$ cat config.mk
export PLATFORM = sky130hd
export DESIGN_NAME = uart_rx_fifo
export DESIGN_NICKNAME = d
export VERILOG_FILES = /design/src/rtl/uart_pkg.sv /design/src/rtl/uart_rx_timeout.sv /design/src/rtl/uart_rx_fifo.sv
export SDC_FILE = /design/constraint.sdc
export NUM_CORES = 1
export LEC_CHECK = 0
export CAP_MARGIN = 20
export CORE_UTILIZATION = 45
export DETAILED_ROUTE_END_ITERATION = 6
export HOLD_SLACK_MARGIN = 0.1
export MAX_ROUTING_LAYER = met4
export PLACE_DENSITY = 0.68
export SYNTH_ARGS = -nofsm -noshare
export SYNTH_HDL_FRONTEND = slang
export SYNTH_SLANG_ARGS = --single-unit
export TNS_END_PERCENT = 10
$ cat constraint.sdc
create_clock -name i_clk -period 4.6 [get_ports i_clk]
set_clock_uncertainty 0.15 [all_clocks]
set_input_delay 1.15 -clock i_clk [delete_from_list [all_inputs] [get_ports i_clk]]
set_output_delay 1.15 -clock i_clk [all_outputs]
set_load 0.03 [all_outputs]
$ cat src/rtl/uart_pkg.sv
// Shared types for the UART receive path: error status encoding, FIFO entry, pointer sizing.
package uart_pkg;

  // Error status as produced by uart_rx.
  typedef logic [1:0] uart_err_t;
  localparam int unsigned UartErrFrameBit  = 0;  // stop bit sampled low
  localparam int unsigned UartErrParityBit = 1;  // parity mismatch

  localparam int unsigned UartDataWidth = 8;

  typedef struct packed {
    uart_err_t                  err;
    logic [UartDataWidth-1:0]   data;
  } uart_rx_entry_t;

  // A depth of one still needs a one-bit pointer to keep the vector legal.
  function automatic int unsigned ptr_width(int unsigned depth);
    return (depth > 1) ? $clog2(depth) : 1;
  endfunction

endpackage

$ cat src/rtl/uart_rx_timeout.sv
// Receive-timeout counter: counts baud_x16 ticks while data sits unread, saturating at the limit.
module uart_rx_timeout
  import uart_pkg::*;
#(
  parameter int unsigned TIMEOUT_TICKS = 640
) (
  input  logic i_clk,
  input  logic i_rstn,
  input  logic i_tick,
  input  logic i_active,
  input  logic i_clear,
  output logic o_timeout
);

  localparam int unsigned CntW = $clog2(TIMEOUT_TICKS) + 1;
  localparam logic [CntW-1:0] Limit = CntW'(TIMEOUT_TICKS);

  logic [CntW-1:0] cnt_d, cnt_q;

  always_comb begin
    cnt_d = cnt_q;
    if (i_clear || !i_active) begin
      cnt_d = '0;
    end else if (i_tick && (cnt_q != Limit)) begin
      cnt_d = cnt_q + CntW'(1);
    end
  end

  always_ff @(posedge i_clk or negedge i_rstn) begin
    if (!i_rstn) begin
      cnt_q <= '0;
    end else begin
      cnt_q <= cnt_d;
    end
  end

  assign o_timeout = (cnt_q == Limit);

endmodule

$ cat src/rtl/uart_rx_fifo.sv
// FWFT receive FIFO behind uart_rx with sticky overrun flag.
// Define UART_RX_TIMEOUT_EN to build the receive-timeout counter; otherwise o_timeout is 0.
module uart_rx_fifo
  import uart_pkg::*;
#(
  parameter int unsigned DATA_WIDTH    = 8,
  parameter int unsigned DEPTH         = 16,
  parameter int unsigned TIMEOUT_TICKS = 640
) (
  input  logic                     i_clk,
  input  logic                     i_rstn,
  input  logic [DATA_WIDTH-1:0]    i_din,
  input  logic                     i_valid,
  input  logic [1:0]               i_error,
  input  logic                     i_baud_x16,
  input  logic                     i_rd_en,
  input  logic                     i_clr_overrun,
  output logic [DATA_WIDTH-1:0]    o_dout,
  output logic [1:0]               o_derr,
  output logic                     o_empty,
  output logic                     o_full,
  output logic [$clog2(DEPTH):0]   o_count,
  output logic                     o_overrun,
  output logic                     o_timeout
);

  localparam int unsigned PtrW = ptr_width(DEPTH);
  localparam int unsigned CntW = $clog2(DEPTH) + 1;

  typedef struct packed {
    uart_err_t               err;
    logic [DATA_WIDTH-1:0]   data;
  } entry_t;

  entry_t          mem_q [DEPTH];
  logic [PtrW-1:0] wr_ptr_q, wr_ptr_d, rd_ptr_q, rd_ptr_d;
  logic [CntW-1:0] count_q, count_d;
  logic            overrun_q, overrun_d;
  logic            do_push, do_pop, drop;

  assign o_empty = (count_q == '0);
  assign o_full  = (count_q == CntW'(DEPTH));

  // A pop frees the slot the same cycle, so a write into a full FIFO with a pop is accepted.
  assign do_pop  = i_rd_en && !o_empty;
  assign do_push = i_valid && (!o_full || do_pop);
  assign drop    = i_valid && o_full && !do_pop;

  always_comb begin
    wr_ptr_d  = wr_ptr_q;
    rd_ptr_d  = rd_ptr_q;
    count_d   = count_q;
    overrun_d = overrun_q;
    if (do_push) wr_ptr_d = wr_ptr_q + PtrW'(1);
    if (do_pop)  rd_ptr_d = rd_ptr_q + PtrW'(1);
    unique case ({do_push, do_pop})
      2'b10:   count_d = count_q + CntW'(1);
      2'b01:   count_d = count_q - CntW'(1);
      default: count_d = count_q;
    endcase
    if (i_clr_overrun) overrun_d = 1'b0;
    if (drop)          overrun_d = 1'b1;
  end

  always_ff @(posedge i_clk or negedge i_rstn) begin
    if (!i_rstn) begin
      wr_ptr_q  <= '0;
      rd_ptr_q  <= '0;
      count_q   <= '0;
      overrun_q <= 1'b0;
    end else begin
      wr_ptr_q  <= wr_ptr_d;
      rd_ptr_q  <= rd_ptr_d;
      count_q   <= count_d;
      overrun_q <= overrun_d;
    end
  end

  // Storage is not reset; the outputs are masked while empty instead.
  always_ff @(posedge i_clk) begin
    if (do_push) begin
      mem_q[wr_ptr_q] <= '{err: i_error, data: i_din};
    end
  end

  assign o_dout    = o_empty ? '0 : mem_q[rd_ptr_q].data;
  assign o_derr    = o_empty ? '0 : mem_q[rd_ptr_q].err;
  assign o_count   = count_q;
  assign o_overrun = overrun_q;

`ifdef UART_RX_TIMEOUT_EN
  uart_rx_timeout #(
    .TIMEOUT_TICKS (TIMEOUT_TICKS)
  ) u_timeout (
    .i_clk     (i_clk),
    .i_rstn    (i_rstn),
    .i_tick    (i_baud_x16),
    .i_active  (!o_empty),
    .i_clear   (do_push || do_pop),
    .o_timeout (o_timeout)
  );
`else
  logic unused_timeout;
  assign unused_timeout = i_baud_x16 ^ (TIMEOUT_TICKS == 0);
  assign o_timeout      = 1'b0;
`endif

endmodule

==> reports/qor.txt <==
Fillers = 1,199
total CTS buffers = 17
Top-Level Pins = 35
count leader, synth = edfxtp_1
Least-Margin Pin Slew = 905 ps
share of layout cells above drive strength 1 = 26.2%
starting DRC count in detailed routing = 356
Post-Layout Cell Count = 643
final setup vio count = 0
Worst Setup EP = o_dout[1]
Worst Hold Class = flip-flop to flip-flop
port buffer count = 32
vias per cell = 5.57
Initial Util = 46.6%
vias in the first global route = 3,684
Worst R2R Setup Slack = 820 ps
footprint of the multi-input gates = 1860 um2
Antenna Cells = 0
DR DRC count = 0
critical path class = flip-flop to output pin
clk_lat worst skew = 430 ps
Yosys warnings = 0
crit path from = rd_ptr_q[1]
mean routed wirelength per cell = 22.1 um
Mapped Nets = 396
Area contributors post-synth = edfxtp_1, mux4_2, dfrtp_1, mux2_2, ha_1
Pwr per Cell Area = 638 nW/um2
Critical Path End Type = output pin
CTS sink count = 174
placed cells = 611
slew margin rel. = 39.7%
synthesis-to-finish area growth = 17.3%
initial antenna violation count = 0
Tmin final = 4340 ps
CP max FO = 34
final wirelength = 14,200 um
FF-to-FF Start = o_count[1]
Clock Tree Root = clkbuf_16
setup_tns = 0 ps
Die Height = 128 um
first-pass GRT wire length = 21,500 um
fin util = 54.6%
dominant synthesized flop cell = edfxtp_1
post_cts resized = 0
Rows = 45
Pleak = 2.81 nW
core area = 15,300 um2
die area = 16,400 um2
H-tree depth = 4
outcome = finished clean
Post-synth EDFFs = 160
Placer Congestion = 0.812
worst vdd ir = 0.393 mV
FF+latch count, synth = 174
ys async rst share = 8.05%
Total GRT Usage = 19.7%
Cells after Synth = 371
Max clock buf depth = 2
count of cell types in the netlist = 44
post-synthesis sequential area ratio = 72.3%
synth cell count leaders = edfxtp_1, mux4_2, dfrtp_1
clk slew on worst S/H paths = 60 ps
Synth Area per Inst = 19.2 um2
via count = 3,579
area share of the largest cell type after synthesis = 67.3%
Detail Placement HPWL = 8350 um
unrepaired setup endpoints after global routing = no
max-cap check violation count = 0
Setup Buffers After CTS = 0
DRT Pass-1 Iters = 5
Hold Fails Final Rpt = 0
ANT nets after route = 0
WP data required = 3300 ps
final net count = 444
CTS tree = yes
post-synth top area cell = edfxtp_1
Sequential Area = 5160 um2
grt ovf = 0
Reg2Reg Depth = 11
Max Clk Rate = 0.230 GHz
Worst R2R End = o_count[4]
Final Max Slew Viols = 0
Die W = 128 um
Critical Path AT = 3040 ps
Syn Std Cell Area = 7130 um2
Worst setup SP type = flip-flop
Final Cycle Share = 94.4%
hold buffers post-CTS = 0
hold slack = 357 ps
largest net degree at the start of global routing = 35
## final cells by class
cell class                      count  share of cell area [%]
Clock buffer                       18                    5.13
Tap cell                          211                    3.16
Timing Repair Buffer               53                    6.01
Multi-Input combinational cell    164                    22.3
Sequential cell                   174                    61.7
Clock inverter                     14                    1.38
Inverter                            9                   0.419
## worst max-delay path: stages, from the launching register on
cell	delay, ps
dfrtp_2	560
buf_12	290
mux4_2	540
mux2_2	280
o21ai_1	170
a21oi_1	90
clkdlybuf4s50_1	650
## placed cells by master (no fill, tap or decap), types with 5 or more instances in the layout
master	count
a21oi_1	11
and3_1	5
buf_4	19
clkbuf_16	17
clkdlybuf4s50_1	32
dfrtp_1	12
edfxtp_1	160
ha_1	9
inv_1	8
mux2_2	11
mux2i_1	10
mux4_2	40
nand2_1	10
nand3_1	7
nor2_1	8
o21ai_1	10
xnor2_1	9
## per-layer routing
layer / share of wire (%) / GRT usage (%) / vias to the layer above
met5: 0 / - / -
met4: 2.6 / 7.96 / 0
met3: 4.4 / 4.97 / 25
met2: 48 / 29.6 / 116
met1: 45 / 25.8 / 1845
li1: - / - / 1593
## power by group
group	switching (W)	internal (W)
registers	0.000191	0.00193
clock network	0.000584	0.000742
logic	0.000988	0.000896
total	0.00176	0.00357
## state kept, by name (all words and copies together) (netlist names)
name	count
o_overrun	1
rd_ptr_q	4
wr_ptr_q	4
o_count	5
mem_q	160
## cell families after synthesis
| group | synth area share (%) |
|---|---|
| buffers and inverters | 2.28 |
| AO/OA/AOI/OAI | 2.79 |
| adder cells (fa/ha/maj) | 1.58 |
| other | 0.0526 |
| multiplexers | 15.9 |
| flip-flops | 72.3 |
| XOR/XNOR | 1.23 |
| AND/OR/NAND/NOR | 3.89 |
## worst min-delay path by stage
stage	to	start	depth (start not counted)	slack [ps]
detailed placement	o_overrun	o_overrun	1	350
floorplan	rd_ptr_q[1]	rd_ptr_q[1]	2	410
finish	o_overrun	o_overrun	1	360
global placement	o_overrun	o_overrun	1	330
CTS	o_overrun	o_overrun	1	370
global route	o_overrun	o_overrun	1	380
## stage by stage
stage / total power, W / instance area, um2 / setup slack [ps]
after floorplan: 0.00342 / 7130 / 1120
after global routing: 0.00559 / 8370 / 109
after global placement: 0.00402 / 7820 / 691
after CTS: 0.00538 / 8370 / 218
final: 0.00533 / 8370 / 259
after detailed placement: 0.00406 / 7820 / 649
(Power assumes the default switching activity.)
